**config.mk**
```make
export PLATFORM = sky130hd
export DESIGN_NAME = breakout_paddle_ctrl_flat
export DESIGN_NICKNAME = d
export VERILOG_FILES = /design/src/rtl/breakout_paddle_ctrl_if.sv /design/src/rtl/breakout_paddle_ctrl.sv /design/src/flat_wrapper.sv
export SDC_FILE = /design/constraint.sdc
export NUM_CORES = 1
export LEC_CHECK = 0
export ABC_CLOCK_PERIOD_IN_PS = 4600
export BUFFER_PORTS_ARGS = -buffer_cell sky130_fd_sc_hd__buf_4
export CAP_MARGIN = 20
export CORE_UTILIZATION = 35
export CTS_BUF_LIST = sky130_fd_sc_hd__clkbuf_8
export DETAILED_ROUTE_END_ITERATION = 6
export GPL_TIMING_DRIVEN = 0
export HOLD_SLACK_MARGIN = 0.03
export PLACE_DENSITY_LB_ADDON = 0.2
export REMOVE_ABC_BUFFERS = 1
export SLEW_MARGIN = 10
export SYNTH_ARGS = -nofsm -noshare
export SYNTH_HDL_FRONTEND = slang
export SYNTH_SLANG_ARGS = --single-unit
```
**constraint.sdc**
```tcl
create_clock -name clk -period 4.6 [get_ports clk]
set_input_delay 1.38 -clock clk [delete_from_list [all_inputs] [get_ports clk]]
set_output_delay 1.38 -clock clk [all_outputs]
set_load 0.02 [all_outputs]
```
**src/rtl/breakout_paddle_ctrl_if.sv**
```systemverilog
// Button, frame-sync and paddle-position signals exchanged between the
// paddle controller and its surroundings.
interface breakout_paddle_ctrl_if;
    logic       btn_left;
    logic       btn_right;
    logic       vSync;
    logic [9:0] PaddleX;
    logic [1:0] moving;
    logic       at_edge;

    modport master (
        output btn_left, btn_right, vSync,
        input  PaddleX, moving, at_edge
    );

    modport slave (
        input  btn_left, btn_right, vSync,
        output PaddleX, moving, at_edge
    );
endinterface

```
**src/rtl/breakout_paddle_ctrl.sv**
```systemverilog
// Debounced two-button paddle controller; moves PaddleX once per vSync rising edge.
// Define PADDLE_WRAP_EN to wrap around the playfield instead of clamping at its limits.
module breakout_paddle_ctrl #(
    parameter int DEBOUNCE_CYCLES = 250000,
    parameter int SPEED_MIN       = 2,
    parameter int SPEED_MAX       = 8,
    parameter int ACCEL_FRAMES    = 4,
    parameter int PADDLE_MIN      = 0,
    parameter int PADDLE_MAX      = 960,
    parameter int PADDLE_RESET    = 900
) (
    input logic                   clk,
    input logic                   rst_n,
    breakout_paddle_ctrl_if.slave pif
);

    localparam int DB_W = (DEBOUNCE_CYCLES > 1) ? $clog2(DEBOUNCE_CYCLES) : 1;
    localparam int AC_W = (ACCEL_FRAMES > 1) ? $clog2(ACCEL_FRAMES) : 1;

    localparam logic [DB_W-1:0] DB_LAST  = DB_W'(DEBOUNCE_CYCLES - 1);
    localparam logic [AC_W-1:0] ACC_LAST = AC_W'(ACCEL_FRAMES - 1);
    localparam logic [10:0]     S_MIN    = 11'(SPEED_MIN);
    localparam logic [10:0]     S_MAX    = 11'(SPEED_MAX);
    localparam logic [10:0]     P_MIN    = 11'(PADDLE_MIN);
    localparam logic [10:0]     P_MAX    = 11'(PADDLE_MAX);
    localparam logic [10:0]     P_RESET  = 11'(PADDLE_RESET);
`ifdef PADDLE_WRAP_EN
    localparam logic [10:0]     P_SPAN   = 11'(PADDLE_MAX - PADDLE_MIN + 1);
`endif

    typedef enum logic [1:0] {IDLE, MOVE_L, MOVE_R} state_e;
    typedef enum logic [1:0] {DIR_NONE, DIR_L, DIR_R} dir_e;

    // Bit 1 is the left button, bit 0 the right button throughout.
    logic [1:0]      sync1_q, sync2_q, deb_q;
    logic [DB_W-1:0] db_cnt_q [2];

    logic            vsync_d_q;
    state_e          state_q;
    logic [10:0]     speed_q;
    logic [AC_W-1:0] accel_q;
    logic [10:0]     pos_q;
    logic [1:0]      moving_q;
    logic            at_edge_q;

    logic            tick;
    dir_e            dir;
    logic            same_dir;
    logic [10:0]     step_spd, sum, right_pos, left_pos, pos_d;
    logic            over, under, edge_d;

    // NOTE: every clocked register is written with <= so all of them sample
    // the pre-edge values; the debounce counters are few enough to reset too.
    always_ff @(posedge clk or negedge rst_n) begin
        if (!rst_n) begin
            sync1_q <= '0;
            sync2_q <= '0;
            deb_q   <= '0;
            for (int i = 0; i < 2; i++) db_cnt_q[i] <= '0;
        end else begin
            sync1_q <= {pif.btn_left, pif.btn_right};
            sync2_q <= sync1_q;
            for (int i = 0; i < 2; i++) begin
                if (sync2_q[i] == deb_q[i]) begin
                    db_cnt_q[i] <= '0;
                end else if (db_cnt_q[i] == DB_LAST) begin
                    deb_q[i]    <= ~deb_q[i];
                    db_cnt_q[i] <= '0;
                end else begin
                    db_cnt_q[i] <= db_cnt_q[i] + 1'b1;
                end
            end
        end
    end

    assign tick = pif.vSync & ~vsync_d_q;

    always_comb begin
        case (deb_q)
            2'b10:   dir = DIR_L;
            2'b01:   dir = DIR_R;
            default: dir = DIR_NONE;
        endcase
    end

    assign same_dir = ((dir == DIR_L) && (state_q == MOVE_L)) ||
                      ((dir == DIR_R) && (state_q == MOVE_R));
    assign step_spd = same_dir ? speed_q : S_MIN;
    assign sum      = pos_q + step_spd;
    assign over     = sum > P_MAX;
    assign under    = pos_q < (P_MIN + step_spd);

    // NOTE: pos_d gets a default before any branch so no latch is inferred.
    always_comb begin
`ifdef PADDLE_WRAP_EN
        right_pos = over  ? (sum - P_SPAN) : sum;
        left_pos  = under ? (pos_q + P_SPAN - step_spd) : (pos_q - step_spd);
`else
        right_pos = over  ? P_MAX : sum;
        left_pos  = under ? P_MIN : (pos_q - step_spd);
`endif
        pos_d = pos_q;
        if (dir == DIR_R)      pos_d = right_pos;
        else if (dir == DIR_L) pos_d = left_pos;
`ifdef PADDLE_WRAP_EN
        edge_d = ((dir == DIR_R) && over) || ((dir == DIR_L) && under);
`else
        edge_d = (pos_d == P_MIN) || (pos_d == P_MAX);
`endif
    end

    // Motion state machine; everything except the wrap pulse holds between ticks.
    always_ff @(posedge clk or negedge rst_n) begin
        if (!rst_n) begin
            vsync_d_q <= 1'b0;
            state_q   <= IDLE;
            speed_q   <= S_MIN;
            accel_q   <= '0;
            pos_q     <= P_RESET;
            moving_q  <= 2'b00;
            at_edge_q <= 1'b0;
        end else begin
            vsync_d_q <= pif.vSync;
            if (tick) begin
                pos_q     <= pos_d;
                at_edge_q <= edge_d;
                case (dir)
                    DIR_NONE: begin
                        state_q  <= IDLE;
                        speed_q  <= S_MIN;
                        accel_q  <= '0;
                        moving_q <= 2'b00;
                    end
                    default: begin
                        moving_q <= (dir == DIR_L) ? 2'b10 : 2'b01;
                        if (same_dir) begin
                            if (accel_q == ACC_LAST) begin
                                accel_q <= '0;
                                speed_q <= (speed_q >= S_MAX) ? S_MAX : speed_q + 11'd1;
                            end else begin
                                accel_q <= accel_q + 1'b1;
                            end
                        end else begin
                            state_q <= (dir == DIR_L) ? MOVE_L : MOVE_R;
                            speed_q <= S_MIN;
                            accel_q <= '0;
                        end
                    end
                endcase
            end
`ifdef PADDLE_WRAP_EN
            else begin
                at_edge_q <= 1'b0;
            end
`endif
        end
    end

    assign pif.PaddleX = pos_q[9:0];
    assign pif.moving  = moving_q;
    assign pif.at_edge = at_edge_q;

endmodule

```
**src/flat_wrapper.sv**
```systemverilog
// flat-port wrapper written by rule: the top's interface ports become plain ports
module breakout_paddle_ctrl_flat 
#(
    parameter int DEBOUNCE_CYCLES = 250000,
    parameter int SPEED_MIN       = 2,
    parameter int SPEED_MAX       = 8,
    parameter int ACCEL_FRAMES    = 4,
    parameter int PADDLE_MIN      = 0,
    parameter int PADDLE_MAX      = 960,
    parameter int PADDLE_RESET    = 900
)
  (clk, rst_n, pif_btn_left, pif_btn_right, pif_vSync, pif_PaddleX, pif_moving, pif_at_edge);
  breakout_paddle_ctrl_if pif_i ();
  input logic clk;
  input logic rst_n;
  input wire logic [$bits(pif_i.btn_left)-1:0] pif_btn_left;
  input wire logic [$bits(pif_i.btn_right)-1:0] pif_btn_right;
  input wire logic [$bits(pif_i.vSync)-1:0] pif_vSync;
  output wire logic [$bits(pif_i.PaddleX)-1:0] pif_PaddleX;
  output wire logic [$bits(pif_i.moving)-1:0] pif_moving;
  output wire logic [$bits(pif_i.at_edge)-1:0] pif_at_edge;
  assign pif_i.btn_left = pif_btn_left;
  assign pif_i.btn_right = pif_btn_right;
  assign pif_i.vSync = pif_vSync;
  assign pif_PaddleX = pif_i.PaddleX;
  assign pif_moving = pif_i.moving;
  assign pif_at_edge = pif_i.at_edge;
  breakout_paddle_ctrl #(.DEBOUNCE_CYCLES(DEBOUNCE_CYCLES), .SPEED_MIN(SPEED_MIN), .SPEED_MAX(SPEED_MAX), .ACCEL_FRAMES(ACCEL_FRAMES), .PADDLE_MIN(PADDLE_MIN), .PADDLE_MAX(PADDLE_MAX), .PADDLE_RESET(PADDLE_RESET)) u_core (.clk(clk), .rst_n(rst_n), .pif(pif_i));
endmodule
```
; ---- Yosys cells after proc, flatten, opt, wreduce, memory -nomap -nowiden
; Cells that the tools add are included.
[totals]
reg_bits = 72
inputBits = 5
[classes]
n_addsub = 6
n_lt_le_gt_ge = 3
eq_ne = 14
mux = 22
bitwise = 6
reduce_logical = 10
[op_table]
columns = op, count
row1 = $mux 11, 9
row2 = $mux 18, 4
row3 = $add 18x1->18 const B, 2
row4 = $eq 18x18->1 const B, 2
row5 = $mux 2, 8
row6 = $add 11x1->11 const B, 1
row7 = $add 11x11->11, 1
row8 = $eq 11x10->1 const B, 1
row9 = $ge 11x4->1 const B, 1
row10 = $gt 11x10->1 const B, 1
row11 = $logic_not 11->1, 1
row12 = $lt 11x11->1, 1
row13 = $sub 11x11->11, 1
row14 = $eq 2x2->1 const B, 4
row15 = $reduce_and 2->1, 4
row16 = $eq 2x1->1 const B, 3
row17 = $not 1->1, 5
row18 = $pmux 2 s2, 1
row19 = $ne 3x3->1 const B, 1
row20 = $add 2x1->2 const B, 1
row21 = $eq 1x1->1, 2
row22 = $logic_and 1x1->1, 2
row23 = $logic_not 2->1, 1
row24 = $logic_or 1x1->1, 2
row25 = other kinds (2), 2

; ---- Logic depth before layout (Yosys ltp)
[logic_depth]
word_depth = 12
mapped_depth = 19

; ---- Worst setup path after synthesis
; OpenSTA, ideal clock, no wires.
[synth_path]
path_kind = reg-to-reg
from = reg u_core.deb_q[1]
to = reg u_core.at_edge_q, in the netlist u_core.pif.at_edge
setup_time_ns = 0.126
arrival_ns = 3.609
required_time_ns = 4.474
setup_slack_ns = 0.865
path_stages_with_launch = 18
path_buffers = 2
period_less_slack_ns = 3.735
path_cell_list = dfrtp_1 -> inv_1 -> ha_1 -> clkbuf_1 -> nand3b_1 -> o21ai_0 -> clkbuf_1 -> nand2_1 -> fa_1 -> nor2b_1 -> o21ai_1 -> a211oi_1 -> a2111oi_2 -> inv_2 -> or3_1 -> nand3_1 -> mux2i_1 -> o41ai_2
[synth_via]
elab_chain_len = 12
elab_cells_between_ends = 20
classes_between = add/sub (2) / order compare (2) / eq/ne (5) / mux (6) / reduce/logical (5)
[synth_lines]
columns = item, line_no
row1 = start: declaration, breakout_paddle_ctrl.sv:35  ; logic [1:0] sync1_q, sync2_q, deb_q;
row2 = start signal: indexed assignment, breakout_paddle_ctrl.sv:67  ; deb_q[i] <= ~deb_q[i];
row3 = $eq 2x1->1 or $eq 2x2->1 (tied branches), breakout_paddle_ctrl.sv:79  ; case (deb_q)
row4 = $pmux 2 s2 (*), breakout_paddle_ctrl.sv:79
row5 = $eq 2x1->1 or $eq 2x2->1 (tied branches), n/a
row6 = $logic_and 1x1->1 (on tied branches), "breakout_paddle_ctrl.sv:86, breakout_paddle_ctrl.sv:87"
row7 = $logic_or 1x1->1, breakout_paddle_ctrl.sv:86  ; assign same_dir = ((dir == DIR_L) && (state_q == MOVE_L)) ||
row8 = $mux 11, breakout_paddle_ctrl.sv:88  ; assign step_spd = same_dir ? speed_q : S_MIN;
row9 = $add 11x11->11 (tied with other cells), breakout_paddle_ctrl.sv:89  ; assign sum = pos_q + step_spd;
row10 = $gt 11x10->1 or $mux 11 (tied branches), "breakout_paddle_ctrl.sv:90, breakout_paddle_ctrl.sv:100"
row11 = $mux 11 (on tied branches), "breakout_paddle_ctrl.sv:99, breakout_paddle_ctrl.sv:104"
row12 = $mux 11 (*), breakout_paddle_ctrl.sv:103  ; if (dir == DIR_R) pos_d = right_pos;
row13 = $eq 11x10->1 or $logic_not 11->1 (tied branches), breakout_paddle_ctrl.sv:108  ; edge_d = (pos_d == P_MIN) || (pos_d == P_MAX);
row14 = $logic_or 1x1->1 (*), breakout_paddle_ctrl.sv:108
row15 = end signal: assignment, breakout_paddle_ctrl.sv:126  ; at_edge_q <= edge_d;
row16 = end: declaration, breakout_paddle_ctrl.sv:44  ; logic at_edge_q;
; Mark *: on every way between the ends. The rest lies on a longest branch, timed or not.
; A chain may end at the register's enable or synchronous reset.

; ---- Final worst setup path
[layout_path]
from = reg u_core.deb_q[0]
to = reg u_core.at_edge_q, in the netlist u_core.pif.at_edge
; The elaborated chain is that of the path after synthesis.

==> out/metrics.cfg <==
[run_status]
outcome=finished, final reports clean

[synth]
syn-cell-area_um2=4670
ys_seq_area_share_pct=38.7
synth_seq_cells=72
dominantRegCellSynth=dfrtp_1
synth_cells=530
async_reset_ff_share_pct=100
synth_largest_area_cell=dfrtp_1
synth.most_common_cell=nor2_1
ys_warn_count=0
synth-edff-count=0
syn_area_per_cell_um2=8.81
yosysTopAreaCellShare_pct=35.9
synth_common_cells=nor2_1 (79), dfrtp_1 (67), nand2_1 (50)
synth_area_leaders=dfrtp_1 (36%), ha_1 (7.8%), nor2_1 (6.3%)
yosysUniqueCellTypes=59

[clock_tree]
cts_resized=2
hold_buffers=0
clk_pin_slew_worst_paths_ns=0.07
cts_made_buffers=9
cts_tree=built
cts_htree_levels=3
ctsRootBufferMaster=clkbuf_8
clk_latency_ns=0.34
postCtsSetupBuffers=0
cts_buffer_depth=2
cts.sinks=72

[placed_design]
gp_congestion=0.831
dp_cells=690
portBuffers=17
place_hpwl_um=7190
place_ws_ns=-0.270
dpl_cell_area_um2=4840

[sta]
rsz0062_at_grt=no
hold_viol=0
max_slew_margin_pct=34.6
fin_crit_ns=4.28
fin_crit_sh_pct=93.0
max_slew.worst_pin.slew_ns=0.980
fmax_ghz=0.234
final_max_slew_viol_count=0
finalClockSkew_ns=0.00407
postLayoutSetupSlackWorst_ns=0.324
setup_viol=0

[cells_and_area]
final_util_pct=39.5
multi_input_area_um2=2630
seqCellArea_um2=1810
finish.instance_area_um2=5060
finalNonFillerCells=706
area_growth_pct=8.36
antenna_cells=0
drive_gt1_share_pct=8.99
fillers=1328
fin_nets=565

[detailed_routing]
wl_um=9920
wl_per_cell_um=14.0
antenna_left=0
num_vias=3590
drt-pass1-iter-count=5
drtIter0Drc=182
avgViaCountPerCell=5.08
drc=0

[global_routing]
grt_use_total_pct=15.3
grt_pass1_vias=3568
antenna_found_initial=0
grt_max_degree=73
grt_pass1_wl_um=17100
overflow=0

[power_and_ir_drop]
fin_total_pwr_mw=1.48
peakVddDrop_v=0.000129
powerDensity_nw_per_um2=292
p_leak_nw=2.32

[critical_path]
cp.required_ns=4.85
start_kind=register
ff2ff_path_depth=15
path_max_fanout=13
r2r_slack_ns=0.32
crit_path_end_kind=register
worstReg2RegEnd=u_core.pif.at_edge
r2r-start=u_core.deb_q[0]
crit_type=register to register
arrival_ns=4.52

[min_path]
worstHoldPathCells=0
hold_start=u_core.sync1_q[0]
worstHoldEndpoint=u_core.sync2_q[0]
hold_path_class=register to register

[floorplanning]
fp.dieH_um=118
die_x_um=118
initial_core_util_pct=36.4
coreArea_um2=12800
io_pins=18
die_area_um2=13800
fp-row-count=41

[flow_run]
cap_violations=0

## where the power goes
group	total, mW	switching (mW)	internal [mW]
clock network	0.475	0.226	0.250
logic	0.324	0.189	0.135
registers	0.681	0.0265	0.654
## layer usage
metal	part of all wire, %	GRT usage (%)
met1	48	20.6
met2	46	24.3
met3	3.8	2.62
met4	2.0	6.41
met5	0	0
## state kept, by name (all words and copies together), names as in the netlist
name                cells
u_core.pos_q           11
u_core.db_cnt_q        36
u_core.vsync_d_q        1
u_core.state_q          2
u_core.sync1_q          2
u_core.pif.at_edge      1
u_core.pif.moving       2
u_core.accel_q          2
u_core.deb_q            2
u_core.sync2_q          2
u_core.speed_q         11
## worst max-delay path: stages, from the launching register on
cell       delay, ns
dfrtp_1         0.41
inv_1           0.12
ha_1            0.38
nand2_1         0.16
o21ai_4         0.31
nand2_1         0.15
ha_1            0.41
and3_4          0.24
a2111oi_4       0.42
a21oi_2         0.15
a22o_1          0.36
or3_1           0.40
o211ai_1        0.14
and3_1          0.19
mux2i_1         0.11
o41ai_2         0.21
## worst max path at each step
| stage | from | end | slack, ns | cells past startpoint |
|---|---|---|---|---|
| after floorplan | u_core.deb_q[0] | u_core.pif.at_edge | 0.58 | 15 |
| after global placement | u_core.deb_q[0] | u_core.pif.at_edge | -0.70 | 15 |
| after detailed placement | u_core.deb_q[1] | u_core.pif.at_edge | -0.27 | 15 |
| after CTS | u_core.deb_q[0] | u_core.pif.at_edge | 0.06 | 15 |
| after global routing | u_core.deb_q[0] | u_core.pif.at_edge | 0.03 | 15 |
| final | u_core.deb_q[0] | u_core.pif.at_edge | 0.32 | 15 |
## logic make-up after synthesis
group	after synthesis	share of synthesized area [%]
mux	5	1.13
simple gates	228	23.7
compound gates	94	13.6
flops	72	38.7
buf+inv	54	5.63
fa+ha+maj	31	8.63
xor+xnor	46	8.63
## stage by stage
| stage | TNS (ns) | hold slack [ns] |
|---|---|---|
| 2_1_floorplan | 0 | 0.331 |
| 3_3_place_gp | -3.13 | 0.336 |
| 3_5_place_dp | -0.273 | 0.336 |
| 4_1_cts | 0 | 0.352 |
| 5_1_grt | 0 | 0.380 |
| 6_report | 0 | 0.351 |
## placed cells by master, fill, tap and decap left out, types with 4 or more instances in the layout
cell type,n
a21oi_1,23
a22oi_1,5
a31oi_1,5
and2_1,8
and3_1,17
buf_4,17
clkbuf_8,13
dfrtp_1,67
dfstp_2,5
ha_1,28
inv_1,26
nand2_1,50
nand2b_1,8
nand3_1,17
nand4_1,5
nor2_1,79
nor2b_1,10
nor3_1,7
nor4_1,5
nor4b_1,5
o211ai_1,4
o21a_1,4
o21ai_0,22
or3_1,4
xnor2_1,27
xor2_1,19
## area by class of cell
cell class	instances	area share, %
clock inverter	3	0.222
tap	172	4.25
timing repair buffer	17	2.52
inverter	25	1.85
clock buffer	13	3.54
multi-input combinational	404	51.9
sequential	72	35.7
Power figures use the tool's default switching activity.
